### config.mk
export PLATFORM = sky130hd
export DESIGN_NAME = vernier_tdc_mc
export DESIGN_NICKNAME = d
export VERILOG_FILES = /design/src/rtl/vernier_tdc_mc.sv
export SDC_FILE = /design/constraint.sdc
export NUM_CORES = 1
export LEC_CHECK = 0
export ABC_CLOCK_PERIOD_IN_PS = 6790
export CAP_MARGIN = 20
export CORE_MARGIN = 1.5
export CORE_UTILIZATION = 24
export CTS_CLUSTER_DIAMETER = 120
export DETAILED_ROUTE_END_ITERATION = 10
export PLACE_DENSITY_LB_ADDON = 0.05
export SLEW_MARGIN = 0
export SYNTH_ARGS = -nofsm -noshare
export SYNTH_HDL_FRONTEND = slang
export SYNTH_HIERARCHICAL = 1
export SYNTH_SLANG_ARGS = --single-unit
### constraint.sdc
create_clock -name clk -period 6.79 [get_ports clk]
set_clock_uncertainty 0.05 [all_clocks]
set_input_delay 2.037 -clock clk [delete_from_list [all_inputs] [get_ports clk]]
set_output_delay 2.037 -clock clk [all_outputs]
set_load 0.005 [all_outputs]
### src/rtl/vernier_tdc_mc.sv
// ---------------------------------------------------------------------------
// vernier_tdc_mc : multi-channel Vernier time-to-digital converter.
//
// One shared start event and CHANNELS independent stop events. Each interval
// is a coarse clock-cycle count plus a fine correction. The fine correction
// is taken from delay-line thermometer codes captured at the start and stop
// edges:
//   result = coarse * 2^FINE_BITS + popcount(start_fine) - popcount(stop_fine)
//
// Ports
//   clk         system clock, rising edge
//   reset       synchronous, active-low
//   start       start event pulse (accepted only in IDLE)
//   start_fine  start thermometer code, TAPS wide
//   stop        per-channel stop pulses
//   stop_fine   per-channel stop thermometer codes, channel i at [i*TAPS +: TAPS]
//   result      per-channel interval, channel i at [i*W +: W]
//   valid       channel result captured
//   ovf         channel timed out without a stop (result forced all-ones)
//   busy        measurement running
//   done        one-cycle pulse when a measurement completes
// ---------------------------------------------------------------------------

// Ones count of a thermometer code. Counting ones instead of locating the
// transition makes the decode tolerant of bubbles.
module vernier_tdc_popcnt #(
    parameter int FINE_BITS = 3,
    parameter int TAPS      = (1 << FINE_BITS) - 1
) (
    input  logic [TAPS-1:0]      therm,
    output logic [FINE_BITS-1:0] bin
);
    always_comb begin
        bin = '0;
        for (int i = 0; i < TAPS; i++)
            bin = bin + FINE_BITS'(therm[i]);
    end
endmodule

// Per-channel datapath: fine decode, candidate interval and capture enable.
module vernier_tdc_lane #(
    parameter int COARSE_BITS = 6,
    parameter int FINE_BITS   = 3,
    parameter int TAPS        = (1 << FINE_BITS) - 1,
    parameter int W           = COARSE_BITS + FINE_BITS
) (
    input  logic                   run,
    input  logic                   stop,
    input  logic [TAPS-1:0]        stop_fine,
    input  logic                   valid_q,
    input  logic [COARSE_BITS-1:0] cnt,
    input  logic [FINE_BITS-1:0]   start_bin,
    output logic                   cap,
    output logic [W-1:0]           meas
);
    logic [FINE_BITS-1:0] stop_bin;

    vernier_tdc_popcnt #(.FINE_BITS(FINE_BITS), .TAPS(TAPS)) u_pc (
        .therm (stop_fine),
        .bin   (stop_bin)
    );

    // {cnt, start_bin} is cnt*2^FINE_BITS + start_bin; with cnt >= 1 and
    // stop_bin <= TAPS the difference is always >= 1, so no underflow.
    assign meas = {cnt, start_bin} - W'(stop_bin);
    assign cap  = run && stop && !valid_q;
endmodule

module vernier_tdc_mc #(
    parameter int CHANNELS    = 4,
    parameter int COARSE_BITS = 6,
    parameter int FINE_BITS   = 3,
    parameter int TAPS        = (1 << FINE_BITS) - 1,
    parameter int W           = COARSE_BITS + FINE_BITS
) (
    input  logic                     clk,
    input  logic                     reset,
    input  logic                     start,
    input  logic [TAPS-1:0]          start_fine,
    input  logic [CHANNELS-1:0]      stop,
    input  logic [CHANNELS*TAPS-1:0] stop_fine,
    output logic [CHANNELS*W-1:0]    result,
    output logic [CHANNELS-1:0]      valid,
    output logic [CHANNELS-1:0]      ovf,
    output logic                     busy,
    output logic                     done
);
    typedef enum logic [1:0] {IDLE, RUN, DONE} state_t;

    localparam logic [COARSE_BITS-1:0] CNT_MAX = {COARSE_BITS{1'b1}};

    state_t                        state_q, state_d;
    logic [COARSE_BITS-1:0]        cnt_q, cnt_d;
    logic [FINE_BITS-1:0]          start_bin_q, start_bin_d;
    logic [CHANNELS-1:0][W-1:0]    result_q, result_d;
    logic [CHANNELS-1:0]           valid_q, valid_d;
    logic [CHANNELS-1:0]           ovf_q, ovf_d;

    logic [FINE_BITS-1:0]          start_pc;
    logic [CHANNELS-1:0]           cap;
    logic [CHANNELS-1:0][W-1:0]    meas;

    vernier_tdc_popcnt #(.FINE_BITS(FINE_BITS), .TAPS(TAPS)) u_start_pc (
        .therm (start_fine),
        .bin   (start_pc)
    );

    for (genvar g = 0; g < CHANNELS; g++) begin : g_lane
        vernier_tdc_lane #(
            .COARSE_BITS (COARSE_BITS),
            .FINE_BITS   (FINE_BITS),
            .TAPS        (TAPS),
            .W           (W)
        ) u_lane (
            .run       (state_q == RUN),
            .stop      (stop[g]),
            .stop_fine (stop_fine[g*TAPS +: TAPS]),
            .valid_q   (valid_q[g]),
            .cnt       (cnt_q),
            .start_bin (start_bin_q),
            .cap       (cap[g]),
            .meas      (meas[g])
        );
    end

    always_comb begin
        state_d     = state_q;
        cnt_d       = cnt_q;
        start_bin_d = start_bin_q;
        result_d    = result_q;
        valid_d     = valid_q;
        ovf_d       = ovf_q;
        case (state_q)
            IDLE: begin
                if (start) begin
                    state_d     = RUN;
                    cnt_d       = COARSE_BITS'(1);
                    start_bin_d = start_pc;
                    result_d    = '0;
                    valid_d     = '0;
                    ovf_d       = '0;
                end
            end
            RUN: begin
                cnt_d = cnt_q + 1'b1;
                for (int i = 0; i < CHANNELS; i++) begin
                    if (cap[i]) begin
                        result_d[i] = meas[i];
                        valid_d[i]  = 1'b1;
                    end
                end
                if (&valid_d) begin
                    state_d = DONE;
                end else if (cnt_q == CNT_MAX) begin
                    // Last representable coarse count: time out the rest.
                    for (int i = 0; i < CHANNELS; i++) begin
                        if (!valid_d[i]) begin
                            ovf_d[i]    = 1'b1;
                            result_d[i] = '1;
                        end
                    end
                    state_d = DONE;
                end
            end
            DONE:    state_d = IDLE;
            default: state_d = IDLE;
        endcase
    end

    always_ff @(posedge clk) begin
        if (!reset) begin
            state_q     <= IDLE;
            cnt_q       <= '0;
            start_bin_q <= '0;
            result_q    <= '0;
            valid_q     <= '0;
            ovf_q       <= '0;
        end else begin
            state_q     <= state_d;
            cnt_q       <= cnt_d;
            start_bin_q <= start_bin_d;
            result_q    <= result_d;
            valid_q     <= valid_d;
            ovf_q       <= ovf_d;
        end
    end

    assign result = result_q;
    assign valid  = valid_q;
    assign ovf    = ovf_q;
    assign busy   = (state_q == RUN);
    assign done   = (state_q == DONE);
endmodule

==> run summary, run 1 <==
status -> complete, no violations
I/O Buffers -> 87
Clock transition at path regs -> 70 ps
Hold Crit Class -> reg2reg
half-perimeter wire length after placement -> 8.14 mm
Final Core Density -> 32.7%
setup tns final -> 0 ps
crit-path cells -> clkdlybuf4s50_1, inv_1, fa_1, fa_1, inv_1, fa_1, fa_1, fa_1, o21ai_1, nor3_2, xor2_1, and4b_1, a31oi_1, o22ai_1
area of the multi-input gates -> 2350 µm²
DRT iter0 DRCs -> 124
I/O pin count -> 88
Synth Register Bits -> 55
CTS Buf Count -> 5
initial core utilization -> 24.9%
Static Leak -> 0.00206 µW
crit path time final -> 5850 ps
ys flop type -> dfxtp_1
initial antenna violation count -> 0
# setup viols final -> 0
WL/cell -> 15.4 µm
Routed Antenna Nets -> 0
overall routing resource usage -> 14.1%
wire length of the first global-routing pass -> 18.1 mm
Crit. End Element -> flip-flop
Max-slew headroom -> 40.9%
Max Slew Vio Count -> 0
Root Driver -> clkbuf_16
met1 Track Usage GR -> 18.6%
largest net degree at the start of global routing -> 44
WP data arrival -> 5960 ps
Post-synth ARST share -> 0%
Max rail drop VDD -> 0.0943 mV
# diodes -> 0
cts repair resizes -> 0
post-CTS setup buffer count -> 0
syn_nets -> 526
chip height -> 129 µm
Worst-Skew Late Latency -> 300 ps
Synth cell types -> 53
maxcap violations -> 0
hold_ws -> 421 ps
PwrDens -> 204 nW/µm²
highest clock rate -> 171 MHz
Power, Total -> 1030 µW
Core Box Area -> 15,400 µm²
fin crit share -> 86.2%
Synth-to-Final Area Change -> 31.4%
# DRC -> 0
CP Launch Type -> input pin
M2 GR Usage -> 23.4%
Clock Sink Count -> 55
CP Max Fanout -> 4
CTS tree -> done
largest cells by area after synthesis -> dfxtp_1, fa_1, inv_1
Critical Path Most Common Cell -> fa_1
gr busiest metal -> met2
H-tree levels -> 2
met3 Resource Use GR -> 3.34%
largest area contributor in the netlist -> dfxtp_1
number of global-route vias before repair -> 3,374
GPL Wtd Cong -> 0.699
share of layout cells above drive strength 1 -> 4.97%
DRT Pass-1 Iters -> 4
Gate Count Post-Synth -> 447
YS warnings -> 6
via density per instance -> 4.61
slowest cell delay on critical path -> 540 ps
DR vias -> 3,381
CP Class -> in2reg
Hold Violations, Final -> 0
Critical-path top delay cell -> fa_1
number of synthesized flops with an enable pin -> 0
Max clock buf depth -> 2
share of the synthesized area in the top cell type -> 28.8%
unrepaired setup endpoints after global routing -> no
Synth Cell Area -> 3820 µm²
overall overflow remaining after global route -> 0
WP data required -> 6900 ps
register area share after synthesis -> 28.8%
Seq. cell area -> 1100 µm²
fillcell total -> 1,658
average size of a mapped cell -> 8.56 µm²
Die W -> 129 µm
Site Rows -> 45
Worst Max-Slew Pin Slew -> 885 ps
Hold Buf Count CTS -> 0
nets@finish -> 602
Die Footprint -> 16,700 µm²
Post-Route WL -> 11.3 mm
-- sequential cells by signal, indices dropped and copies added (netlist names) --
signal	cells
start_bin_q	3
state_q	2
ovf	4
cnt_q	6
valid	4
result	36
-- routing by layer --
layer | wire, µm | vias to the layer above
li1 | - | 1688
met1 | 5480 | 1633
met2 | 5260 | 56
met3 | 475 | 4
met4 | 76 | 0
met5 | 0 | -
-- kinds of logic after synthesis --
group / Yosys count / synth area share [%]
and+or+nand+nor: 161 / 25.1
DFF: 55 / 28.8
xor gates and xnor gates: 25 / 5.72
buffers and inverters: 93 / 9.75
AOI/OAI and AO/OA: 76 / 13.8
adders and majority gates: 37 / 16.8
-- synthesized netlist by cell type, drive strengths merged (2+ instances only) --
master	n
o2111ai	3
nor2	16
a32oi	4
o2bb2ai	4
dfxtp	55
and2	2
o311ai	2
and4	2
nand4	23
xnor2	9
ha	13
xor2	16
nand3	24
o22ai	2
nand2	48
nor4	8
inv	70
a22o	8
or3	6
and3b	2
o21ai	19
and4b	4
o31ai	5
fa	24
nor2b	5
buf	12
o21a	6
nand3b	3
a21oi	13
a311o	5
clkbuf	10
nor3	10
or3b	2
-- critical path: cells and delay by family --
family,cells,cell delay [ps]
adder cells (fa/ha/maj),5,2360
AO/OA/AOI/OAI,3,560
buffers and inverters,3,540
AND/OR/NAND/NOR,2,310
XOR/XNOR,1,160
-- report_power, final --
group	switching, µW	internal (µW)	leakage [µW]
Combinational	214	189	0.00154
Clock	124	145	0.0000727
Sequential	19.5	335	0.000445
-- through the flow --
| step | cell area, µm² | setup slack [ps] | instances |
|---|---|---|---|
| floorplan | 3820 | 1290 | 447 |
| global placement | 4880 | 667 | 727 |
| detailed placement | 4880 | 610 | 727 |
| CTS | 5030 | 935 | 734 |
| global route | 5030 | 753 | 734 |
| finish | 5030 | 938 | 734 |
-- worst paths after layout --
| path | to | from | cells past startpoint | slack [ps] |
|---|---|---|---|---|
| min reg2reg | result[19] | result[19] | 1 | 420 |
| max reg2reg | ovf[1] | state_q[0] | 7 | 3610 |
| max | result[35] | stop_fine[21] | 14 | 940 |
| min | result[19] | result[19] | 1 | 420 |
-- placed cells by master, fill, tap and decap left out, types with 5 or more instances in the layout --
cell             count
nor2_1              16
o21a_1               6
nor2b_1              5
ha_1                13
nand2_1             48
o31ai_1              5
clkdlybuf4s50_1     87
inv_1               70
a22o_1               8
dfxtp_1             55
nand3_1             24
xor2_1              16
a21oi_1             13
nand4_1             22
a311o_1              5
nor3_1               6
fa_1                24
o21ai_0             15
xnor2_1              9
clkbuf_16            5
-- area by class of cell --
class | instances | share of cell area (%)
clock inverters | 1 | 0.0996
inverters | 71 | 5.30
repair buffers | 91 | 17.9
well taps | 211 | 5.25
flip-flops and latches | 55 | 21.9
clock buffers | 6 | 2.76
multi-input cells | 299 | 46.8
(Power assumes the default switching activity.)
==> run 2: changes to the inputs <==
--- a/config.mk
+++ b/config.mk
@@ -14,2 +14,3 @@
 export PLACE_DENSITY_LB_ADDON = 0.05
+export RECOVER_POWER = 50
 export SLEW_MARGIN = 0
==> constraint.sdc (replaced) <==
create_clock -name clk -period 6.79 [get_ports clk]
set_clock_uncertainty 0.05 [all_clocks]
set_input_delay 1.0185 -clock clk [delete_from_list [all_inputs] [get_ports clk]]
set_output_delay 1.0185 -clock clk [all_outputs]
set_load 0.005 [all_outputs]
==> run summary, run 2 (synthesis gave the netlist of run 1 again) <==
status -> complete, no violations (unchanged)
placed cell count -> 727 (unchanged)
initial antenna violation count -> 0 (unchanged)
Root Driver -> clkbuf_16 (unchanged)
CP Class -> in2reg (unchanged)
overall routing resource usage -> 14.1% (unchanged)
via density per instance -> 4.61 (about the same)
area of the multi-input gates -> 2350 µm² (unchanged)
Site Rows -> 45 (unchanged)
CTS tree -> done (unchanged)
unrepaired setup endpoints after global routing -> no (unchanged)
GPL Wtd Cong -> 0.699 (unchanged)
commonest cells after routing, fill and taps aside -> inv_1, dfxtp_1, nand2_1 (was clkdlybuf4s50_1, inv_1, dfxtp_1)
overall overflow remaining after global route -> 0 (unchanged)
post-CTS setup buffer count -> 0 (unchanged)
crit path time final -> 4840 ps (was 5850 ps)
Die W -> 129 µm (unchanged)
# diodes -> 0 (unchanged)
Routed Antenna Nets -> 0 (unchanged)
slowest cell delay on critical path -> 540 ps (about the same)
WP data arrival -> 4950 ps (was 5960 ps)
most common cell after layout, fill and taps aside -> inv_1 (was clkdlybuf4s50_1)
Place WS -> 1630 ps (was 610 ps)
Hold Crit Class -> reg2reg (unchanged)
wire length of the first global-routing pass -> 18.1 mm (unchanged)
I/O pin count -> 88 (unchanged)
Critical Path Most Common Cell -> fa_1 (unchanged)
Net Sw Power -> 356 µW (was 358 µW)
initial core utilization -> 24.9% (unchanged)
Crit. End Element -> flip-flop (unchanged)
Hold Buf Count CTS -> 0 (unchanged)
Worst Max-Slew Pin Slew -> 1370 ps (was 885 ps)
switching share of power -> 34.9% (about the same)
Core Box Area -> 15,400 µm² (unchanged)
Synth-to-Final Area Change -> 31.3% (was 31.4%)
Max-slew headroom -> 8.40% (was 40.9%)
Clock transition at path regs -> 70 ps (about the same)
setup tns final -> 0 ps (unchanged)
PwrDens -> 203 nW/µm² (was 204 nW/µm²)
nets@finish -> 602 (unchanged)
Reg power frac -> 34.7% (was 34.5%)
Hold Violations, Final -> 0 (unchanged)
Pint -> 665 µW (was 669 µW)
fillcell total -> 1,660 (was 1,658)
max reg flops -> 36 (unchanged)
hold_ws -> 416 ps (was 421 ps)
H-tree levels -> 2 (unchanged)
# DRC -> 0 (unchanged)
Critical-path top delay cell -> fa_1 (unchanged)
Max clock buf depth -> 2 (unchanged)
largest net degree at the start of global routing -> 44 (unchanged)
cts repair resizes -> 0 (unchanged)
maxcap violations -> 0 (unchanged)
Max Slew Vio Count -> 0 (unchanged)
Comb pwr share -> 39.2% (was 39.3%)
chip height -> 129 µm (unchanged)
CP Launch Type -> input pin (unchanged)
Clk network pwr share -> 26.2% (about the same)
highest clock rate -> 206 MHz (was 171 MHz)
Clock Sink Count -> 55 (unchanged)
DRT Pass-1 Iters -> 4 (unchanged)
worst setup margin -> 1950 ps (was 938 ps)
DRT iter0 DRCs -> 130 (was 124)
Seq. cell area -> 1100 µm² (unchanged)
WP data required -> 6900 ps (about the same)
share of layout cells above drive strength 1 -> 4.78% (was 4.97%)
number of global-route vias before repair -> 3,374 (unchanged)
Max rail drop VDD -> 0.0939 mV (was 0.0943 mV)
Static Leak -> 0.00221 µW (was 0.00206 µW)
Power, Total -> 1020 µW (was 1030 µW)
crit-path cells -> clkdlybuf4s50_1, inv_1, fa_1, fa_1, inv_1, fa_1, fa_1, fa_1, o21ai_1, nor3_2, xor2_1, and4b_1, a31oi_1, o22ai_1 (unchanged)
Post-Layout Cell Count -> 734 (unchanged)
I/O Buffers -> 87 (unchanged)
Worst-Skew Late Latency -> 300 ps (about the same)
CP Max Fanout -> 4 (unchanged)
# setup viols final -> 0 (unchanged)
CTS Buf Count -> 5 (unchanged)
Die Footprint -> 16,700 µm² (unchanged)
DR vias -> 3,384 (was 3,381)
Post-Route WL -> 11.3 mm (about the same)
WL/cell -> 15.4 µm (about the same)
half-perimeter wire length after placement -> 8.14 mm (unchanged)
fin crit share -> 71.4% (was 86.2%)
-- run 2: changes by cell type in the layout (fill, tap and decap cells not counted) --
| cell | previous run | this run |
|---|---|---|
| clkbuf_1 | 0 | 1 |
| buf_4 | 4 | 3 |
| dlygate4sd3_1 | 0 | 45 |
| clkdlybuf4s50_1 | 87 | 42 |
-- run 2: layout make-up --
type / count / share of cell area (%)
multi-input combinational: 299 / 46.8
sequential: 55 / 21.9
timing repair buffer: 91 / 17.9
inverter: 71 / 5.31
tap: 211 / 5.26
clock buffer: 6 / 2.76
clock inverter: 1 / 0.0996
-- run 2: per-layer routing --
metal	GRT usage, %	routed length (µm)	vias to the layer above
met5	0	0	-
li1	-	-	1689
met4	2.97	59	0
met1	18.6	5490	1632
met2	23.4	5260	59
met3	3.34	480	4
-- run 2: power groups by stage --
stage | clock (µW) | sequential [µW] | combinational, µW
3_5_place_dp | 0 | 363 | 410
6_report | 267 | 354 | 400
4_1_cts | 281 | 355 | 412
2_1_floorplan | 0 | 359 | 296
5_1_grt | 290 | 356 | 458
3_3_place_gp | 0 | 363 | 405
-- run 2: metrics by stage --
stage / cell area [µm²] / util [%]
3_5_place_dp: 4880 / 31.8
2_1_floorplan: 3820 / -
3_3_place_gp: 4880 / 31.8
4_1_cts: 5030 / 32.7
6_report: 5020 / 32.7
5_1_grt: 5020 / 32.7
-- run 2: critical path, delay by kind of cell --
family                     cells  cell delay (ps)
xor gates and xnor gates       1              170
adders and majority gates      5             2360
buffers and inverters          3              540
AOI/OAI and AO/OA              3              570
and+or+nand+nor                2              310
-- run 2: final timing paths --
| path | startpoint | endpoint | slack (ps) | cells past startpoint |
|---|---|---|---|---|
| hold / removal | result[19] | result[19] | 420 | 1 |
| setup / recovery | stop_fine[21] | result[35] | 1950 | 14 |
| hold reg to reg | result[19] | result[19] | 420 | 1 |
| setup reg to reg | state_q[0] | ovf[1] | 3610 | 7 |
